===== src/rtl/oht2bin_pkg.sv =====
// rtl/oht2bin_pkg.sv - shared types and encode helpers for the one-hot to binary pipeline
//
// Purpose: encode helpers and the stage-2 payload type.
// Vectors are handled at MAX_W bits so one function serves every WIDTH.
// Callers zero-extend their vector and use the low index bits of the result.
package oht2bin_pkg;

    localparam int MAX_W   = 256;
    localparam int MAX_LOG = $clog2(MAX_W);

    typedef struct packed {
        logic [MAX_LOG-1:0] bin;
        logic               zero;
        logic               err;
    } s2_payload_t;

    // OR of the indices of all set bits: exact for one-hot, harmless otherwise.
    function automatic logic [MAX_LOG-1:0] oht2bin(input logic [MAX_W-1:0] vec);
        logic [MAX_LOG-1:0] bin;
        bin = '0;
        for (int i = 0; i < MAX_W; i++) begin
            if (vec[i]) begin
                bin = bin | MAX_LOG'(i);
            end
        end
        return bin;
    endfunction

    // Clearing the lowest set bit leaves something only if more than one bit was set.
    function automatic logic is_multihot(input logic [MAX_W-1:0] vec);
        return |(vec & (vec - MAX_W'(1)));
    endfunction

endpackage


===== src/rtl/pipe_stage.sv =====
// rtl/pipe_stage.sv - one valid/ready register slice
//
// Purpose: a single full-throughput register slice.
// Ready is combinational from downstream ready.
// Ports:
//   clk, rst                  clock, asynchronous active-high reset
//   up_vld, up_rdy, up_data   upstream handshake and payload
//   dn_vld, dn_rdy, dn_data   downstream handshake and registered payload
module pipe_stage #(
    parameter int W = 8
) (
    input  logic         clk,
    input  logic         rst,
    input  logic         up_vld,
    output logic         up_rdy,
    input  logic [W-1:0] up_data,
    output logic         dn_vld,
    input  logic         dn_rdy,
    output logic [W-1:0] dn_data
);

    // Empty, or being drained this cycle, so a new word can land.
    assign up_rdy = ~dn_vld | dn_rdy;

    always_ff @(posedge clk or posedge rst) begin
        if (rst) begin
            dn_vld  <= 1'b0;
            dn_data <= '0;
        end else if (up_vld && up_rdy) begin
            dn_vld  <= 1'b1;
            dn_data <= up_data;
        end else if (dn_rdy) begin
            dn_vld  <= 1'b0;
        end
    end

endmodule


===== src/rtl/oht2bin_pipe.sv =====
// rtl/oht2bin_pipe.sv - two-stage pipelined one-hot to binary encoder
//
// Purpose: encode a one-hot grant vector into its binary index.
// Stage 1 registers the raw vector; stage 2 registers the encoded result.
// Optional macro OHT2BIN_PIPE_ERR_EN adds multi-hot detection and a saturating count.
// Ports:
//   clk, rst                  clock, asynchronous active-high reset
//   i_vld, i_rdy, i_oht       input handshake and one-hot (or zero) vector
//   o_vld, o_rdy              output handshake
//   o_bin, o_zero             binary index, all-zero flag
//   o_err, o_err_cnt          multi-hot flag and saturating count (0 without macro)
module oht2bin_pipe
    import oht2bin_pkg::*;
#(
    parameter  int WIDTH     = 32,
    parameter  int CNT_W     = 8,
    localparam int WIDTH_LOG = $clog2(WIDTH)
) (
    input  logic                 clk,
    input  logic                 rst,
    input  logic                 i_vld,
    output logic                 i_rdy,
    input  logic [WIDTH-1:0]     i_oht,
    output logic                 o_vld,
    input  logic                 o_rdy,
    output logic [WIDTH_LOG-1:0] o_bin,
    output logic                 o_zero,
    output logic                 o_err,
    output logic [CNT_W-1:0]     o_err_cnt
);

    logic             s1_vld;
    logic             s2_rdy;
    logic [WIDTH-1:0] s1_data;
    logic [MAX_W-1:0] s1_ext;
    s2_payload_t      s2_d;
    s2_payload_t      s2_q;

    pipe_stage #(.W(WIDTH)) u_s1 (
        .clk     (clk),
        .rst     (rst),
        .up_vld  (i_vld),
        .up_rdy  (i_rdy),
        .up_data (i_oht),
        .dn_vld  (s1_vld),
        .dn_rdy  (s2_rdy),
        .dn_data (s1_data)
    );

    always_comb begin
        s1_ext            = '0;
        s1_ext[WIDTH-1:0] = s1_data;
        s2_d.bin          = oht2bin(s1_ext);
        s2_d.zero         = ~|s1_data;
`ifdef OHT2BIN_PIPE_ERR_EN
        s2_d.err          = is_multihot(s1_ext);
`else
        s2_d.err          = 1'b0;
`endif
    end

    pipe_stage #(.W($bits(s2_payload_t))) u_s2 (
        .clk     (clk),
        .rst     (rst),
        .up_vld  (s1_vld),
        .up_rdy  (s2_rdy),
        .up_data (s2_d),
        .dn_vld  (o_vld),
        .dn_rdy  (o_rdy),
        .dn_data (s2_q)
    );

    assign o_bin  = s2_q.bin[WIDTH_LOG-1:0];
    assign o_zero = s2_q.zero;

    // Index bits above WIDTH_LOG are always zero because the vector was zero-extended.
    generate
        if (WIDTH_LOG < MAX_LOG) begin : g_bin_hi
            logic unused_bin_hi;
            assign unused_bin_hi = ^s2_q.bin[MAX_LOG-1:WIDTH_LOG];
        end
    endgenerate

`ifdef OHT2BIN_PIPE_ERR_EN
    logic [CNT_W-1:0] err_cnt;

    // Counted on the output transfer, so a stalled word is counted once.
    always_ff @(posedge clk or posedge rst) begin
        if (rst) begin
            err_cnt <= '0;
        end else if (o_vld && o_rdy && s2_q.err && (err_cnt != {CNT_W{1'b1}})) begin
            err_cnt <= err_cnt + CNT_W'(1);
        end
    end

    assign o_err     = s2_q.err;
    assign o_err_cnt = err_cnt;
`else
    logic unused_err;
    assign unused_err = s2_q.err;
    assign o_err      = 1'b0;
    assign o_err_cnt  = '0;
`endif

endmodule


===== config.mk =====
export PLATFORM = sky130hd
export DESIGN_NAME = oht2bin_pipe
export DESIGN_NICKNAME = d
export VERILOG_FILES = /design/src/rtl/oht2bin_pkg.sv /design/src/rtl/pipe_stage.sv /design/src/rtl/oht2bin_pipe.sv
export SDC_FILE = /design/constraint.sdc
export NUM_CORES = 1
export LEC_CHECK = 0
export BUFFER_PORTS_ARGS = -buffer_cell sky130_fd_sc_hd__buf_4
export CAP_MARGIN = 25
export CORE_ASPECT_RATIO = 0.6
export CORE_MARGIN = 10
export CORE_UTILIZATION = 42
export CTS_CLUSTER_SIZE = 40
export DETAILED_ROUTE_END_ITERATION = 8
export PLACE_DENSITY = 0.68
export SLEW_MARGIN = 40
export SYNTH_ARGS = -nofsm -noshare
export SYNTH_HDL_FRONTEND = slang
export SYNTH_SLANG_ARGS = --single-unit

===== constraint.sdc =====
create_clock -name clk -period 4.6 [get_ports clk]
set_clock_uncertainty 0.2 [all_clocks]
set_input_delay 0 -clock clk [delete_from_list [all_inputs] [get_ports clk]]
set_output_delay 0 -clock clk [all_outputs]
set_load 0.02 [all_outputs]

== Yosys cells after proc, flatten, opt, wreduce, memory -nomap -nowiden ==
Index checks and enable logic that the tools add are counted.

* Register bits after elaboration: 40
* Input port bits: 36
* Output and inout bits: 17
* Logic and storage cells: 51

* Muxes and demuxes: 37
* Bitwise logic cells: 4
* Reductions and logical operators: 6

{| class="wikitable"
|+ Operator list
! operator !! count
|-
| $mux W5 || 16
|-
| $mux W4 || 8
|-
| $reduce_or A32 Y1 || 1
|-
| $mux W3 || 4
|-
| $mux W1 || 7
|-
| $mux W2 || 2
|-
| $reduce_bool A2 Y1 || 2
|-
| $logic_and A1 B1 Y1 || 2
|-
| $not A1 Y1 || 2
|-
| $or A1 B1 Y1 || 2
|-
| $logic_not A1 Y1 || 1
|}

== Logic depth before layout (Yosys ltp) ==
Gate-level depths: netlist of run 1.

* Word-level depth: 31
* Gate-level depth with buffers: 4
* Depth with buffers taken out: 4

== Hierarchy ==
From an unflattened synthesis of run 1, not the netlist that was laid out.

* Cells, all modules: 130
* Area total of the unflattened synthesis: 2,125.8 µm²

{| class="wikitable"
|+ Modules (own cells, without submodules)
! module !! instances !! cells each !! area an instance (µm²) !! seq. area each (µm²)
|-
| pipe_stage (u_s1) || 1 || 72 || 1,395.1 || 825.8
|-
| pipe_stage (u_s2) || 1 || 25 || 469.2 || 275.3
|-
| oht2bin_pipe || 1 || 33 || 261.5 || 0.0
|}

== Worst setup path before layout of run 1 ==
No wires, ideal clock.

* Kind: register to register
* Start: register u_s2.dn_vld
* End: register u_s1.dn_data[0]
* Library setup time: 0.125 ns
* Arrival time: 1.491 ns
* Data required time: 4.275 ns
* Slack: 2.784 ns
* Cell stages (with the launch flop): 5
* Buffers on the path: 1
* Clock period less this slack: 1.816 ns
* Path through: dfrtp_1 > nand3b_1 > nand2_1 > buf_2 > mux2_2

* Cells in the longest elaborated chain, start to end: 4

{| class="wikitable"
|+ Ends and longest elaborated chain
! what !! line !! source
|-
| start: declaration || pipe_stage.sv:17 || <nowiki>output logic dn_vld,</nowiki>
|-
| start signal: assignment || pipe_stage.sv:27 || <nowiki>dn_vld <= 1'b0;</nowiki>
|-
| start signal: assignment || pipe_stage.sv:30 || <nowiki>dn_vld <= 1'b1;</nowiki>
|-
| start signal: assignment || pipe_stage.sv:33 || <nowiki>dn_vld <= 1'b0;</nowiki>
|-
| $not A1 Y1 || pipe_stage.sv:23 || <nowiki>assign up_rdy = ~dn_vld | dn_rdy;</nowiki>
|-
| $or A1 B1 Y1 (2 in a row) || pipe_stage.sv:23 ||
|-
| via i_rdy || oht2bin_pipe.sv:22 || <nowiki>output logic i_rdy,</nowiki>
|-
| $logic_and A1 B1 Y1 || pipe_stage.sv:29 || <nowiki>end else if (up_vld && up_rdy) begin</nowiki>
|-
| end signal: assignment || pipe_stage.sv:31 || <nowiki>dn_data <= up_data;</nowiki>
|-
| end: declaration || pipe_stage.sv:19 || <nowiki>output logic [W-1:0] dn_data</nowiki>
|}

The timed path passes the listed nets, and every way through them passes these cells.
A chain may end at the register's enable or synchronous reset.

== Worst setup path after layout of run 1 ==
* Start: input o_rdy
* End: register u_s1.dn_data[31]

* Cells in the longest elaborated chain, start to end: 3

{| class="wikitable"
|+ Ends and longest elaborated chain
! what !! line !! source
|-
| start: declaration || oht2bin_pipe.sv:25 || <nowiki>input logic o_rdy,</nowiki>
|-
| $or A1 B1 Y1 (2 in a row) || pipe_stage.sv:23 ||
|-
| $logic_and A1 B1 Y1 || pipe_stage.sv:29 ||
|}

Every way passes these cells.

==> impl_metrics.tcl, run 1 <==
set metrics [dict create \
    rsz_0062_raised_after_global_routing "false" \
    ir_worst_vdd_uv 224 \
    crit_type "input port to register" \
    area_delta_synth_final_pct 46.5 \
    initial_core_util_pct 45.2 \
    detailedRoute.firstIterationViolations 46 \
    timing.critical_path.max_delay_family "buffers and inverters" \
    drc_violations 0 \
    gr-total-overflow 0 \
    grt_first_pass_wirelength_um 6640 \
    worstPathRequired_ns 4.59 \
    power.share.clock_pct 28.5 \
    critical-path-top-cell-by-count "sky130_fd_sc_hd__buf_4" \
    holdWs_ns 0.189 \
    core_area_um2 3790 \
    dp_hpwl_um 3000 \
    synth_top_area_share_pct 58.4 \
    clkSinkCount 40 \
    critPathSlowestCell "sky130_fd_sc_hd__dlygate4sd3_1" \
    combined_global_route_utilization_of_all_metal_layers_pct 11.6 \
    timing_hold_violations_final 0 \
    intPower_uw 615 \
    hp-class "input port to asynchronous set/reset pin" \
    finalWorstPathRequiredPeriod_ns 1.73 \
    postSynthCellCount 134 \
    crit_chain "dlygate4sd3_1 > buf_4 > nand3b_1 > nand2_1 > buf_4 > mux2_2" \
    critical-path-max-stage-delay_ns 0.54 \
    first_global_vias 1386 \
    placed_cells 222 \
    fmax_mhz 579 \
    drt_pass1_iterations 4 \
    synth.yosys.warnings 0 \
    share_of_layout_cells_above_drive_strength_1_pct 40.2 \
    cts.repair_timing.setup_buffer_count 0 \
    report.final.slew_viol_count 0 \
    layout_worst_path_cycle_share_pct 37.5 \
    largest_net_degree_at_the_start_of_global_routing 41 \
    cp.buffers_inverters 3 \
    path_clk_slew_ns 0.08 \
    power.density_nw_per_um2 334 \
    cts_max_path_buffers 2 \
    synth-adder-area-share_pct 0 \
    combinational_family_with_the_most_area_after_synthesis "multiplexers" \
    htreeDepth 2 \
    synth_compound_gate_area_share_pct 2.41 \
    ioPinCount 53 \
    syn_area_per_cell_um2 12.8 \
    rows 17 \
    maxCapViolations 0 \
    yosysTopAreaCell "sky130_fd_sc_hd__dfrtp_1" \
    synth-seq-cells 40 \
    grt_antenna_before_repair 0 \
    leakage_uw 0.00111 \
    cp-end-kind "register" \
    synth_xor_xnor_area_share_pct 0 \
    chipHeight_um 69.5 \
    synth.yosys.seq_area_share_pct 58.4 \
    routed-via-count 1299 \
    timing.final.setup_violations 0 \
    cts_tree "yes" \
    detail_route.vias_per_cell 4.88 \
    chipWidth_um 102 \
    cts_made_buffers 5 \
    post_synth_num_cell_types 21 \
    die_area_um2 7120 \
    gp_congestion 0.802 \
    timing.critical_path.fanout_max 32 \
    cts-root-buf "sky130_fd_sc_hd__clkbuf_8" \
    post_synth_mux_area_share_pct 21.0 \
    fraction_of_power_spent_switching_nets_pct 26.6 \
    run_status "finished, final reports clean" \
    post_synth_instance_area_um2 1710 \
    cp.arrival_ns 1.71 \
    post_layout_net_count 254 \
    wl_um 4110 \
    total_switching_power_uw 223 \
    synth_simple_gate_area_share_pct 12.9 \
    finish.cell_count_without_fillers 266 \
    yosys-top-cells-area "sky130_fd_sc_hd__dfrtp_1 (58%), sky130_fd_sc_hd__mux2_2 (21%), sky130_fd_sc_hd__buf_4 (3.9%)" \
    avgRoutedWirePerCell_um 15.5 \
    seq_power_share_pct 52.2 \
    port_buffers 43 \
    drtAntennaViolNets 0 \
    clock_latency_ns 0.30 \
    fin_setup_tns_ns 0 \
    combPwrFrac_pct 19.3 \
    antenna_cells_inserted 0 \
    crit_path_start_kind "input port" \
]
[sequential cells by signal (all words and copies together) (netlist names)]
| register | flops |
|---|---|
| u_s2.dn_data | 6 |
| u_s1.dn_vld | 1 |
| u_s1.dn_data | 32 |
| u_s2.dn_vld | 1 |
[worst paths after layout]
kind	start	endpoint	slack (ns)	depth (start not counted)
min in group clk	i_oht[16]	u_s1.dn_data[16]	0.28	3
max in group asynchronous	rst	u_s1.dn_data[12]	3.67	4
worst max register to register	u_s1.dn_data[31]	u_s2.dn_data[1]	2.90	4
worst min-delay path	rst	u_s1.dn_data[28]	0.19	4
worst max-delay path	o_rdy	u_s1.dn_data[31]	2.87	6
worst min register to register	u_s2.dn_data[2]	u_s2.dn_data[2]	0.30	2
[worst register-to-register path: cells and delay by family, from the launching register on]
family	cells	cell delay, ns
compound gates	1	0.18
flops	1	0.39
simple gates	3	0.87
[stage by stage]
| step | instance area (um^2) | power (uW) | util, % | setup slack [ns] |
|---|---|---|---|---|
| after floorplan | 1740 | 526 | - | 2.78 |
| after global placement | 2060 | 574 | 54.3 | 2.95 |
| after detailed placement | 2060 | 582 | 54.3 | 2.90 |
| after CTS | 2510 | 848 | 66.3 | 2.88 |
| after global routing | 2510 | 880 | 66.3 | 2.80 |
| final | 2510 | 838 | 66.3 | 2.87 |
[cells in the mapped netlist]
cell / count
sky130_fd_sc_hd__nand2b_1: 3
sky130_fd_sc_hd__buf_4: 9
sky130_fd_sc_hd__o21ai_1: 1
sky130_fd_sc_hd__or4_4: 1
sky130_fd_sc_hd__buf_2: 3
sky130_fd_sc_hd__nor2_1: 6
sky130_fd_sc_hd__nand2_1: 12
sky130_fd_sc_hd__nand3b_1: 1
sky130_fd_sc_hd__or2_1: 1
sky130_fd_sc_hd__conb_1: 1
sky130_fd_sc_hd__inv_1: 1
sky130_fd_sc_hd__nor3_2: 1
sky130_fd_sc_hd__nand3_1: 4
sky130_fd_sc_hd__o32a_1: 1
sky130_fd_sc_hd__nor4_1: 10
sky130_fd_sc_hd__mux2_2: 32
sky130_fd_sc_hd__dfrtp_1: 40
sky130_fd_sc_hd__o21ai_0: 3
sky130_fd_sc_hd__nor3_1: 2
sky130_fd_sc_hd__a32o_2: 1
sky130_fd_sc_hd__and2_1: 1
[cells in the final DEF (no fill, tap or decap)]
cell                            synthesis  final
sky130_fd_sc_hd__o21ai_1                1      1
sky130_fd_sc_hd__dfrtp_1               40     40
sky130_fd_sc_hd__and2_1                 1      1
sky130_fd_sc_hd__or4_4                  1      1
sky130_fd_sc_hd__conb_1                 1      9
sky130_fd_sc_hd__nand3_1                4      4
sky130_fd_sc_hd__mux2_2                32     32
sky130_fd_sc_hd__o32a_1                 1      1
sky130_fd_sc_hd__inv_1                  1      1
sky130_fd_sc_hd__buf_4                  9     45
sky130_fd_sc_hd__nor2_1                 6      6
sky130_fd_sc_hd__a32o_2                 1      1
sky130_fd_sc_hd__nor3_2                 1      1
sky130_fd_sc_hd__nand2b_1               3      3
sky130_fd_sc_hd__o21ai_0                3      3
sky130_fd_sc_hd__nor3_1                 2      2
sky130_fd_sc_hd__clkbuf_8               0      6
sky130_fd_sc_hd__nand2_1               12     12
sky130_fd_sc_hd__or2_1                  1      1
sky130_fd_sc_hd__nand3b_1               1      1
sky130_fd_sc_hd__dlygate4sd3_1          0     36
sky130_fd_sc_hd__clkinv_2               0      2
sky130_fd_sc_hd__nor4_1                10     10
[what timing repair did]
action | CTS | global route
gates resized for setup | 0 | 0
hold endpoints to repair | 74 | 0
hold buffers | 36 | 0
[metal layers]
metal	global-route usage [%]	wire (um)	vias to the layer above
met5	0	0	-
met4	4.17	61	0
met3	4.76	407	8
met2	16.6	1780	50
met1	15.0	1870	619
li1	-	-	622
[cell type report]
type,instances,area (um^2)
Clock buffer,6,82.6
Sequential cell,40,1000
Clock inverter,2,10.0
Inverter,1,3.75
Tap cell,47,58.8
Fill cell,293,1280
Timing Repair Buffer,81,698
Multi-Input combinational cell,89,656
[power groups by stage]
stage	Clock (uW)	Sequential, uW	Combinational [uW]
6_report	239	437	162
3_5_place_dp	0	444	138
2_1_floorplan	0	438	88.3
3_3_place_gp	0	441	134
5_1_grt	261	443	176
4_1_cts	248	437	163
[kinds of logic after synthesis]
family                 count (synthesis)
AND/OR/NAND/NOR                       42
AO/OA/AOI/OAI                          6
multiplexers                          32
other                                  1
buffers and inverters                 13
flip-flops                            40
Power figures use the tool's default switching activity.
==> run 2: changes to the inputs <==
==> constraint.sdc (replaced) <==
create_clock -name clk -period 1.8 [get_ports clk]
set_clock_uncertainty 0.2 [all_clocks]
set_input_delay 0 -clock clk [delete_from_list [all_inputs] [get_ports clk]]
set_output_delay 0 -clock clk [all_outputs]
set_load 0.02 [all_outputs]
==> impl_metrics.tcl, run 2 (same netlist as run 1, synthesis figures left out) <==
set metrics [dict create \
    path_clk_slew_ns 0.08 \
    chipHeight_um 69.5 \
    grt_antenna_before_repair 0 \
    largest_net_degree_at_the_start_of_global_routing 41 \
    biggestRegsByFlops "u_s1.dn_data x32, u_s2.dn_data x6" \
    drc_violations 0 \
    detailedRoute.firstIterationViolations 42 \
    combined_global_route_utilization_of_all_metal_layers_pct 12.4 \
    worstPathRequired_ns 1.83 \
    report.final.slew_viol_count 0 \
    cts.repair_timing.setup_buffer_count 0 \
    grt_first_pass_wirelength_um 7180 \
    cts-root-buf "sky130_fd_sc_hd__clkbuf_8" \
    mostFrequentLayoutCell "sky130_fd_sc_hd__buf_4" \
    die_area_um2 7120 \
    run_status "finished, final reports clean" \
    cp-end-kind "register" \
    gr-total-overflow 0 \
    crit_chain "or2_1 > or4_4 > nor3_2 > a32o_2" \
    rsz_0062_raised_after_global_routing "false" \
    antenna_cells_inserted 0 \
    htreeDepth 2 \
    core_area_um2 3790 \
    rows 17 \
    clkSinkCount 40 \
    cts_made_buffers 5 \
    post_layout_net_count 254 \
    crit_path_start_kind "register" \
    final_critical_path_setup_slack_ns 0.0995 \
    finalWorstPathRequiredPeriod_ns 1.70 \
    chipWidth_um 102 \
    finish.cell_count_without_fillers 266 \
    ir_worst_vdd_uv 514 \
    clock_latency_ns 0.29 \
    layout_common_cells "sky130_fd_sc_hd__buf_4 (44), sky130_fd_sc_hd__dfrtp_1 (39), sky130_fd_sc_hd__dlygate4sd3_1 (36)" \
    detail_route.vias_per_cell 4.94 \
    initial_core_util_pct 45.2 \
    holdWs_ns 0.195 \
    first_global_vias 1403 \
    critical-path-max-stage-delay_ns 0.43 \
    cts.repair.resized 0 \
    dp_hpwl_um 3160 \
    avgRoutedWirePerCell_um 16.3 \
    routed-via-count 1313 \
    hp-class "input port to asynchronous set/reset pin" \
    slew_headroom_pct 64.6 \
    timing_hold_violations_final 0 \
    worstMarginPinSlew_ns 0.526 \
    top_register "u_s1.dn_data" \
    reg2regPathDepth 4 \
    wl_um 4320 \
    pre_cts_slack_ns 0.129 \
    fin_setup_tns_ns 0 \
    crit_type "register to register" \
    fmax_mhz 588 \
    fillerInstances 261 \
    critPathSlowestCell "sky130_fd_sc_hd__or4_4" \
    cts_max_path_buffers 2 \
    largest_register_ffs 32 \
    area_delta_synth_final_pct 49.5 \
    drtAntennaViolNets 0 \
    gp_congestion 0.816 \
    layout_worst_path_cycle_share_pct 94.5 \
    port_buffers 43 \
    placed_cells 222 \
    ioPinCount 53 \
    cts_tree "yes" \
    share_of_layout_cells_above_drive_strength_1_pct 41.1 \
    maxCapViolations 0 \
    timing.final.setup_violations 0 \
    drt_pass1_iterations 4 \
    power.density_nw_per_um2 912 \
    timing.critical_path.fanout_max 3 \
    cp.arrival_ns 1.73 \
    cts_hold_buffers 36 \
    leakage_uw 0.00113 \
    finish.utilization_pct 67.6 \
]
[run 2: worst max-delay path, delay by kind of cell (launching register included)]
family	cells	cell delay, ns
compound gates	1	0.18
flops	1	0.39
simple gates	3	0.87
[run 2: power by group]
group          switching, uW  internal [uW]  total, uW
logic                    175            248        424
registers               97.7           1020       1120
clock network            301            489        790
[run 2: layout make-up]
class	instances	area (um^2)	area share (%)
tap	47	58.8	2.30
inverter	1	3.75	0.147
clock inverter	1	30.0	1.17
clock buffer	7	96.3	3.76
multi-input combinational	89	658	25.7
timing repair buffer	81	711	27.8
sequential	40	1000	39.1
[run 2: metrics by stage]
stage	cell area (um^2)	total power, uW
2_1_floorplan	1750	1350
3_3_place_gp	2070	1480
3_5_place_dp	2070	1500
4_1_cts	2560	2350
5_1_grt	2560	2430
6_report	2560	2330
[run 2: worst paths after layout]
check                                  from               end  slack [ns]
min in group clk                  i_oht[19]  u_s1.dn_data[19]        0.27
min reg2reg                 u_s2.dn_data[3]   u_s2.dn_data[3]        0.29
min                                     rst   u_s2.dn_data[3]        0.19
max reg2reg                u_s1.dn_data[31]   u_s2.dn_data[1]         0.1
max in group asynchronous               rst       u_s2.dn_vld        0.84
max                        u_s1.dn_data[31]   u_s2.dn_data[1]         0.1
[run 2: metal layers]
layer / GRT usage (%) / vias to the layer above / share of wire (%)
met5: 0 / - / 0
met1: 16.4 / 627 / 48
li1: - / 624 / -
met4: 2.78 / 0 / 1.1
met2: 18.6 / 52 / 43
met3: 4.86 / 10 / 8.4
==> run 3: changes to the inputs <==
--- a/config.mk
+++ b/config.mk
@@ -12,7 +12,7 @@
 export CORE_UTILIZATION = 42
 export CTS_CLUSTER_SIZE = 40
 export DETAILED_ROUTE_END_ITERATION = 8
-export PLACE_DENSITY = 0.68
+export PLACE_DENSITY = 0.66
 export SLEW_MARGIN = 40
 export SYNTH_ARGS = -nofsm -noshare
 export SYNTH_HDL_FRONTEND = slang
==> impl_metrics.tcl, run 3 (same netlist as run 1, synthesis figures left out) <==
set metrics [dict create \
    run_status "finished, final reports clean" \
    seq_power_share_pct 53.6 \
    cts_max_path_buffers 2 \
    path_clk_slew_ns 0.07 \
    holdWs_ns 0.198 \
    first_global_vias 1420 \
    cts_tree "yes" \
    combined_global_route_utilization_of_all_metal_layers_pct 12.2 \
    largest_net_degree_at_the_start_of_global_routing 41 \
    rows 17 \
    post_layout_net_count 254 \
    cp.arrival_ns 1.72 \
    area_delta_synth_final_pct 46.6 \
    cts-root-buf "sky130_fd_sc_hd__clkbuf_8" \
    layout_worst_path_cycle_share_pct 94.0 \
    final_critical_path_setup_slack_ns 0.108 \
    antenna_cells_inserted 0 \
    ir_worst_vdd_uv 410 \
    maxCapViolations 0 \
    report.final.slew_viol_count 0 \
    combPwrFrac_pct 20.3 \
    intPower_uw 1530 \
    grt_antenna_before_repair 0 \
    cts_made_buffers 5 \
    dp_hpwl_um 3120 \
    clkSinkCount 40 \
    finish.cell_count_without_fillers 265 \
    placed_cells 222 \
    cp-end-kind "register" \
    routed-via-count 1306 \
    cts.repair_timing.setup_buffer_count 0 \
    die_area_um2 7120 \
    drc_violations 0 \
    htreeDepth 2 \
    wl_um 4330 \
    slew_headroom_pct 64.8 \
    grt_first_pass_wirelength_um 6960 \
    chipHeight_um 69.5 \
    leakage_uw 0.00111 \
    largest_register_ffs 32 \
    timing_hold_violations_final 0 \
    crit_type "register to register" \
    fmax_mhz 591 \
    detail_route.vias_per_cell 4.93 \
    drt_pass1_iterations 4 \
    pre_cts_slack_ns 0.113 \
    worstPathRequired_ns 1.83 \
    fillerInstances 293 \
    timing.critical_path.fanout_max 3 \
    detailedRoute.firstIterationViolations 35 \
    share_of_layout_cells_above_drive_strength_1_pct 40.4 \
    clock_latency_ns 0.29 \
    ioPinCount 53 \
    avgRoutedWirePerCell_um 16.3 \
    drtAntennaViolNets 0 \
    cts.repair.resized 0 \
    total_switching_power_uw 553 \
    port_buffers 43 \
    hp-class "input port to asynchronous set/reset pin" \
    layout_common_cells "sky130_fd_sc_hd__buf_4 (44), sky130_fd_sc_hd__dfrtp_1 (39), sky130_fd_sc_hd__dlygate4sd3_1 (36)" \
    top_register "u_s1.dn_data" \
    worstMarginPinSlew_ns 0.523 \
    mostFrequentLayoutCell "sky130_fd_sc_hd__buf_4" \
    core_area_um2 3790 \
    power.share.clock_pct 26.1 \
    timing.final.setup_violations 0 \
    gr-total-overflow 0 \
    fin_setup_tns_ns 0 \
    gp_congestion 0.788 \
    total_power_uw 2090 \
    initial_core_util_pct 45.2 \
    power.density_nw_per_um2 831 \
    rsz_0062_raised_after_global_routing "false" \
    chipWidth_um 102 \
    fraction_of_power_spent_switching_nets_pct 26.5 \
    biggestRegsByFlops "u_s1.dn_data x32, u_s2.dn_data x6" \
    finalWorstPathRequiredPeriod_ns 1.69 \
    crit_path_start_kind "register" \
]
[run 3: changes by cell type in the layout (fill, tap and decap cells not counted)]
cell	before	now
sky130_fd_sc_hd__clkbuf_1	0	1
sky130_fd_sc_hd__clkbuf_8	7	5
sky130_fd_sc_hd__clkinv_2	0	1
sky130_fd_sc_hd__bufinv_16	1	0
[run 3: layout make-up]
class | count | area (um^2) | share of cell area (%)
Clock inverter | 1 | 5.00 | 0.199
Inverter | 1 | 3.75 | 0.149
Clock buffer | 6 | 72.6 | 2.89
Tap cell | 47 | 58.8 | 2.34
Timing Repair Buffer | 81 | 711 | 28.3
Multi-Input combinational cell | 89 | 658 | 26.2
Sequential cell | 40 | 1000 | 39.9
[run 3: per-layer routing]
metal	track usage (%)	up-vias	wire length [um]
met4	3.24	0	12
met3	4.56	2	372
li1	-	621	-
met1	15.7	637	1890
met2	18.6	46	2050
met5	0	-	0
[run 3: per-stage QoR]
stage               cell area, um^2  utilization, %
floorplan                      1750               -
global route                   2510            66.3
CTS                            2510            66.3
finish                         2510            66.3
detailed placement             2070            54.8
global placement               2070            54.8
[run 3: critical path, stage by stage (launching register included)]
cell and delay (ns):
sky130_fd_sc_hd__dfrtp_1 0.40, sky130_fd_sc_hd__or2_1 0.23, sky130_fd_sc_hd__or4_4 0.43, sky130_fd_sc_hd__nor3_2 0.19, sky130_fd_sc_hd__a32o_2 0.18
[run 3: final timing paths]
check	from	to	slack, ns	cells after the start
max	u_s1.dn_data[30]	u_s2.dn_data[1]	0.11	4
min	rst	u_s2.dn_data[4]	0.20	4
max reg2reg	u_s1.dn_data[30]	u_s2.dn_data[1]	0.11	4
min reg2reg	u_s2.dn_data[2]	u_s2.dn_data[2]	0.28	2
max in group asynchronous	rst	u_s2.dn_vld	0.84	4
min in group clk	u_s2.dn_data[2]	u_s2.dn_data[2]	0.28	2
[run 3: repair_timing]
action,4_1_cts,5_1_grt
endpoints found under the setup margin,0,0
hold buffers,36,0
hold endpoints to repair,74,0
[run 3: power groups by stage]
stage | Sequential [uW] | Clock [uW] | Combinational [uW]
floorplan | 1120 | 0 | 226
global placement | 1130 | 0 | 349
detailed placement | 1130 | 0 | 362
CTS | 1120 | 565 | 426
global route | 1130 | 603 | 461
finish | 1120 | 546 | 423
